File: src/rtl/uop_sequencer.sv
// Micro-op sequencer: uOP counter, instruction/flag latches and run/halt/step
// control at instruction boundaries, with a sticky overrun fault.
module uop_sequencer #(
    parameter int MAX_UOP = 5,
    parameter int COUNT_W = 16
) (
    input  logic               CLK,
    input  logic               RST_N,
    input  logic               RUN,
    input  logic               STEP,
    input  logic               RESET_uOP,
    input  logic               READ_FLAGS,
    input  logic               IR_LOAD,
    input  logic [15:0]        BUS_IN,
    input  logic               ALU_ZERO,
    input  logic               ALU_COUT,
    output logic [2:0]         uOP,
    output logic [15:0]        INSTR,
    output logic               ZERO_FLAG,
    output logic               COUT_FLAG,
    output logic               HALTED,
    output logic               FAULT,
    output logic [COUNT_W-1:0] INSTR_COUNT
);

    typedef enum logic [2:0] {
        S_INIT  = 3'd0,
        S_HALT  = 3'd1,
        S_RUN   = 3'd2,
        S_STEP  = 3'd3,
        S_FAULT = 3'd4
    } state_t;

    localparam logic [2:0] LAST_UOP = 3'(MAX_UOP);
    localparam logic [2:0] IDLE_UOP = 3'b111;

    state_t             state_q, state_d;
    logic [2:0]         uop_q, uop_d;
    logic [15:0]        instr_q, instr_d;
    logic               zero_q, zero_d;
    logic               cout_q, cout_d;
    logic [COUNT_W-1:0] count_q, count_d;

    always_ff @(posedge CLK or negedge RST_N) begin
        if (!RST_N) begin
            state_q <= S_INIT;
            uop_q   <= IDLE_UOP;
            instr_q <= '0;
            zero_q  <= 1'b0;
            cout_q  <= 1'b0;
            count_q <= '0;
        end else begin
            state_q <= state_d;
            uop_q   <= uop_d;
            instr_q <= instr_d;
            zero_q  <= zero_d;
            cout_q  <= cout_d;
            count_q <= count_d;
        end
    end

    always_comb begin
        state_d = state_q;
        uop_d   = uop_q;
        instr_d = instr_q;
        zero_d  = zero_q;
        cout_d  = cout_q;
        count_d = count_q;
        case (state_q)
            S_INIT: begin
                if (RUN) begin
                    state_d = S_RUN;
                    uop_d   = 3'd0;
                end else begin
                    state_d = S_HALT;
                end
            end
            S_HALT: begin
                if (RUN) begin
                    state_d = S_RUN;
                    uop_d   = 3'd0;
                end else if (STEP) begin
                    state_d = S_STEP;
                    uop_d   = 3'd0;
                end
            end
            S_RUN, S_STEP: begin
                if (IR_LOAD) instr_d = BUS_IN;
                if (READ_FLAGS) begin
                    zero_d = ALU_ZERO;
                    cout_d = ALU_COUT;
                end
                // RESET_uOP takes priority over the overrun check at LAST_UOP
                if (RESET_uOP) begin
                    count_d = count_q + COUNT_W'(1);
                    if (state_q == S_RUN && RUN) begin
                        uop_d = 3'd0;
                    end else begin
                        state_d = S_HALT;
                        uop_d   = IDLE_UOP;
                    end
                end else if (uop_q < LAST_UOP) begin
                    uop_d = uop_q + 3'd1;
                end else begin
                    state_d = S_FAULT;
                    uop_d   = IDLE_UOP;
                end
            end
            S_FAULT: begin
                uop_d = IDLE_UOP;
            end
            default: begin
                state_d = S_FAULT;
                uop_d   = IDLE_UOP;
            end
        endcase
    end

    assign uOP         = uop_q;
    assign INSTR       = instr_q;
    assign ZERO_FLAG   = zero_q;
    assign COUT_FLAG   = cout_q;
    assign HALTED      = (state_q != S_RUN) && (state_q != S_STEP);
    assign FAULT       = (state_q == S_FAULT);
    assign INSTR_COUNT = count_q;

endmodule

File: config.mk
export PLATFORM = sky130hd
export DESIGN_NAME = uop_sequencer
export DESIGN_NICKNAME = d
export VERILOG_FILES = /design/src/rtl/uop_sequencer.sv
export SDC_FILE = /design/constraint.sdc
export NUM_CORES = 1
export LEC_CHECK = 0
export CAP_MARGIN = 20
export CORE_MARGIN = 5
export CORE_UTILIZATION = 44
export DETAILED_ROUTE_END_ITERATION = 7
export PLACE_DENSITY = 0.79
export SLEW_MARGIN = 25
export SYNTH_ARGS = -nofsm -noshare
export SYNTH_HDL_FRONTEND = slang
export SYNTH_SLANG_ARGS = --single-unit
File: constraint.sdc
create_clock -name CLK -period 1.9 [get_ports CLK]
set_clock_uncertainty 0.05 [all_clocks]
set_input_delay 0.285 -clock CLK [delete_from_list [all_inputs] [get_ports CLK]]
set_output_delay 0.285 -clock CLK [all_outputs]
set_load 0.05 [all_outputs]
Word level (Yosys, flattened, before mapping)
Index checks and enable logic that the tools add are counted.
{"block": "totals", "regBits": 40, "latch_bits": 0, "mem_bits_rw": 0, "romBits": 0, "inputBits": 25, "output_inout_bits": 39, "wordCells": 43, "mem_count": 0}
{"block": "op_classes", "add_sub_neg": 2, "multipliers": 0, "n_div": 0, "magnitude_cmp": 1, "n_eq_ne": 10, "shifts": 0, "mux": 14, "bitwise": 1, "reduce_logical": 9}
{"operator": "two-way mux 3 bit", "count": 11}
{"operator": "adder 16 x 1 -> 16 bit, second input constant", "count": 1}
{"operator": "case mux 3 bit (4 select lines)", "count": 1}
{"operator": "!= test 3 bit, second input constant", "count": 3}
{"operator": "case mux 3 bit (3 select lines)", "count": 1}
{"operator": "AND reduction 2 bit", "count": 4}
{"operator": "equality test 3 x 2 -> 1 bit, second input constant", "count": 2}
{"operator": "!= test 3 x 2 -> 1 bit, second input constant", "count": 2}
{"operator": "AND reduction 4 bit", "count": 1}
{"operator": "adder 3 x 1 -> 3 bit, second input constant", "count": 1}
{"operator": "equality test 3 x 1 -> 1 bit, second input constant", "count": 1}
{"operator": "equality test 3 bit, second input constant", "count": 1}
{"operator": "zero test 3 bit", "count": 1}
{"operator": "< comparator 3 bit, second input constant", "count": 1}
{"operator": "logical AND 1 bit", "count": 2}
{"operator": "two-way mux 2 bit", "count": 1}
{"operator": "!= test 2 bit, second input constant", "count": 1}
{"operator": "OR reduction 2 bit", "count": 1}
{"operator": "NOT 1 bit", "count": 1}

Depth between registers and ports, before layout
{"block": "depth", "word_depth": 5, "ltp_mapped": 7, "depth_no_buf": 5}

Least setup slack after synthesis
No wires, ideal clock.
{"block": "synth_path", "path_kind": "register to output", "start": "reg state_q[2]", "end": "out FAULT", "arrival_ps": 1623, "t_required_ps": 1565, "slack_ps": -58, "path_stages_with_launch": 3, "path_buffers": 1, "path_cell_list": "dfrtp_1 buf_2 nor3b_1"}
{"block": "synth_between", "elab_chain_len": 1}
{"element": "start, declared", "line_no": "37", "rtl": "state_t state_q, state_d;"}
{"element": "start signal, assigned", "line_no": "53", "rtl": "state_q <= state_d;"}
{"element": "equality test 3 bit", "line_no": "124", "rtl": "assign FAULT = (state_q == S_FAULT);"}
{"element": "end, declared", "line_no": "22", "rtl": "output logic FAULT,"}
Every way passes these cells.

Worst setup path in the final report
{"block": "layout_path", "start": "reg count_q[12] (netlist: INSTR_COUNT[12])", "end": "out INSTR_COUNT[12]"}
{"element": "start, declared", "line_no": "42", "rtl": "logic [COUNT_W-1:0] count_q, count_d;"}
{"element": "start signal, assigned", "line_no": "58", "rtl": "count_q <= count_d;"}
{"element": "end, declared", "line_no": "23", "rtl": "output logic [COUNT_W-1:0] INSTR_COUNT"}
No word-level cell between the ends.

==> results.txt <==
----------------------------------------------------
[Outcome]
  Outcome ... finished clean

[Detailed routing]
  Average wire length per cell after detail routing ... 15.9 um
  WL met1 ... 1650 um
  Iteration-0 DRC count of the detailed router ... 84
  Via total after detailed routing ... 1336
  Residual DRC count ... 0
  DR WL met3 ... 269 um
  Uppermost routed layer ... met4
  Detailed-routed wire length on met2 ... 2150 um
  Initial DRT Pass Iterations ... 4
  Post-DRT Antenna Nets ... 0
  Post-Route WL ... 4140 um
  Vias per cell ... 5.14

[Pwr]
  Combinational share of power ... 49.8%
  Clock network fraction of total power ... 17.1%
  Worst IR drop on VDD ... 1.19 mV
  Switching part of the total power ... 44.8%
  Power Density ... 1660 nW/um^2
  Cell internal pwr ... 2.33 mW
  Power, Total ... 4.21 mW
  Total net switching power ... 1.89 mW
  Total leakage power ... 1.14 nW
  Sequential Power Share ... 33.0%

[Floorplan]
  Die width ... 72.9 um
  Die Y ... 72.9 um
  Area of the die ... 5320 um^2
  Starting utilization of the core area ... 46.6%
  Placeable core region ... 3740 um^2
  Number of I/O pins ... 64
  Number of placement rows ... 22

[Synthesis]
  Largest cells by area after synthesis ... sky130_fd_sc_hd__dfrtp_1, sky130_fd_sc_hd__mux2_2, sky130_fd_sc_hd__xnor2_1
  Synthesized-area fraction occupied by xor and xnor cells ... 7.54%
  Post-synthesis mux area share ... 12.3%
  Total nets after synthesis ... 167
  Register area share after synthesis ... 57.6%
  Adder-cell area share of the yosys netlist ... 1.44%
  Number of distinct library cells after synthesis ... 35
  Number of instances in the synthesized netlist ... 140
  Yosys warning total ... 0
  Synthesized-area fraction occupied by ao, oa, aoi and oai cells ... 5.38%
  Dominant combinational cell family by area after synthesis ... simple AND/OR/NAND/NOR gates
  Share of async-settable or async-resettable flops after synthesis ... 100%
  Summed instance area of the synthesized netlist ... 1740 um^2
  Post-synth EDFFs ... 0
  Simple logic cell fraction of the synthesized area ... 12.8%
  Flip-flop and latch count after synthesis ... 40
  Average cell area after synthesis ... 12.4 um^2
  Most common cell in the synthesized netlist ... sky130_fd_sc_hd__dfrtp_1
  Cell type with the largest total area after synthesis ... sky130_fd_sc_hd__dfrtp_1
  Portion of synthesized cell area occupied by the leading cell type ... 53.1%
  Ys flop type ... sky130_fd_sc_hd__dfrtp_1
  Most common library cells after synthesis ... sky130_fd_sc_hd__dfrtp_1, sky130_fd_sc_hd__mux2_2, sky130_fd_sc_hd__xnor2_1, sky130_fd_sc_hd__nand2_1, sky130_fd_sc_hd__a21oi_1

[Timing]
  Actual slew at the worst max-slew pin ... 531 ps
  Final Max Tran Viols ... 0
  Time the worst path needs with I/O delays and setup ... 1860 ps
  Final WS setup ... 40.7 ps
  Final setup TNS ... 0 ps
  Worst rel slew slack ... 64.5%
  RSZ-0062 raised after global routing ... no
  Post-route clock period utilization ... 97.9%
  Number of failing setup endpoints in the final timing report ... 0
  Final Hold Viols ... 0
  Maximum clock rate ... 0.538 GHz

[Place]
  Port Buf Inserts ... 63
  Final weighted congestion in routability-driven placement ... 0.873
  Post-DP HPWL ... 3300 um
  Pre-CTS worst setup slack ... 198 ps

[Cells and area]
  Net count of the finished layout ... 238
  Area growth, synth to finish ... 45.6%
  Layout cell share with drive strength beyond 1 ... 25.5%
  Inserted Diodes ... 0

[Run]
  Number of violations of the max-capacitance limit ... 0

[Critical path]
  Arrival time worst endpoint ... 1520 ps
  Delay contributed by the slowest stage of the critical path ... 830 ps
  Type of destination of the critical path ... output port
  Critical path cell sequence ... clkdlybuf4s50_1
  Worst path required time ... 1560 ps
  Worst setup path startpoint ... INSTR_COUNT[12]$_DFFE_PN0N_
  Critical setup path kind ... reg2out
  Critical-path cell with the highest stage delay ... sky130_fd_sc_hd__clkdlybuf4s50_1
  Worst reg2reg path depth ... 5
  Startpoint type of the worst setup path ... flip-flop
  Cell family with the largest share of critical-path delay ... buffers and inverters
  Timing endpoint of the critical path ... INSTR_COUNT[12]
  Slack of the worst reg-to-reg path ... 320 ps
  R2r endpoint ... INSTR_COUNT[6]$_DFFE_PN0N_
  CP bufs+invs ... 1
  Source of the worst register-to-register timing path ... state_q[1]$_DFFE_PN0P_
  Crit Path Max Fanout ... 4
  Total number of cells along the worst setup path ... 1

[CTS]
  Clock latency at the later pin of the worst-skew pair ... 290 ps
  Number of sinks on the clock net ... 40
  Root Driver ... sky130_fd_sc_hd__clkbuf_8
  Clock slew seen by the registers of the worst setup and hold paths ... 80 ps
  TritonCTS Buffers ... 5
  Number of levels in the clock H-tree ... 2
  TritonCTS clock tree ... yes
  Clock Path Buffers ... 2

[Min path]
  Type of the most critical hold path ... in2async

[Global route]
  All-layer global routing usage ... 16.4%
  Number of global-route vias before repair ... 1413
  Initial antenna violation count ... 0
  Global-route wire length before repair ... 6730 um
  Maximum number of pins on one net before global-route repair ... 19
  Total congestion overflow after global routing ... 0

----------------------------------------------------
-- placed cells by master, fill, tap and decap left out, drive strengths merged, types with 4 or more instances in the layout --
cell            n
xnor2          13
inv             4
nand2b          4
a21oi           7
mux2           19
dfrtp          37
clkdlybuf4s50  46
nand4           5
o21ai           4
clkbuf          6
buf            20
nand2          10
nand3           5
-- through the flow --
| stage | hold slack (ps) | utilization (%) | cells | cell area (um^2) |
|---|---|---|---|---|
| after floorplan | -60.6 | - | 140 | 1750 |
| after global placement | 175 | 64.1 | 251 | 2400 |
| final | 412 | 67.8 | 260 | 2540 |
| after CTS | 418 | 67.6 | 260 | 2530 |
| after detailed placement | 199 | 64.1 | 251 | 2400 |
| after global routing | 443 | 67.8 | 260 | 2540 |
-- state kept, by name, summed over array words and instances, names as in the netlist --
| register | cells |
|---|---|
| INSTR | 16 |
| ZERO_FLAG | 1 |
| INSTR_COUNT | 16 |
| state_q | 3 |
| COUT_FLAG | 1 |
| uOP | 3 |
-- how the worst min path moves through the flow --
| stage | from | end | cells past startpoint |
|---|---|---|---|
| finish | RST_N | INSTR_COUNT[14]$_DFFE_PN0N_ | 2 |
| global route | RST_N | INSTR_COUNT[14]$_DFFE_PN0N_ | 2 |
| CTS | RST_N | INSTR_COUNT[14]$_DFFE_PN0N_ | 2 |
| detailed placement | RST_N | INSTR_COUNT[15]$_DFFE_PN0N_ | 1 |
| global placement | RST_N | INSTR_COUNT[15]$_DFFE_PN0N_ | 1 |
| floorplan | RST_N | COUT_FLAG$_DFFE_PN0P_ | 0 |
-- metal layers --
layer  vias up  track usage, %
li1        624               -
met1       646            19.1
met2        55            29.2
met3        11            3.44
met4         0            6.35
met5         -               0
-- power groups by stage --
stage               Combinational [mW]  Clock [mW]  Sequential [mW]
finish                            2.10       0.722             1.39
global route                      2.18       0.777             1.44
CTS                               2.11       0.737             1.39
detailed placement                2.11           0             1.41
global placement                  2.06           0             1.38
floorplan                        0.466           0             2.28
-- final cells by class --
cell class,instances,area [um^2]
fillers,300,1210
flip-flops and latches,40,1000
multi-input cells,91,693
repair buffers,69,643
clock buffers,6,82.6
well taps,48,60.1
clock inverters,2,38.8
inverters,4,15.0
-- kinds of logic (layout without fill, tap and decap cells) --
logic type,Yosys count,count (layout)
fa+ha+maj,2,2
buf+inv,9,81
simple gates,39,39
xor+xnor,15,15
mux,19,19
compound gates,16,16
flops,40,40
-- timing repair --
action | in CTS | in global routing
resized for setup | 0 | 2
setup endpoints to repair | 0 | 2
endpoints found under the hold margin | 13 | 0
buffers inserted | 0 | 0
hold buffers | 1 | 0
Note: power is estimated with default switching activity, not from simulation.
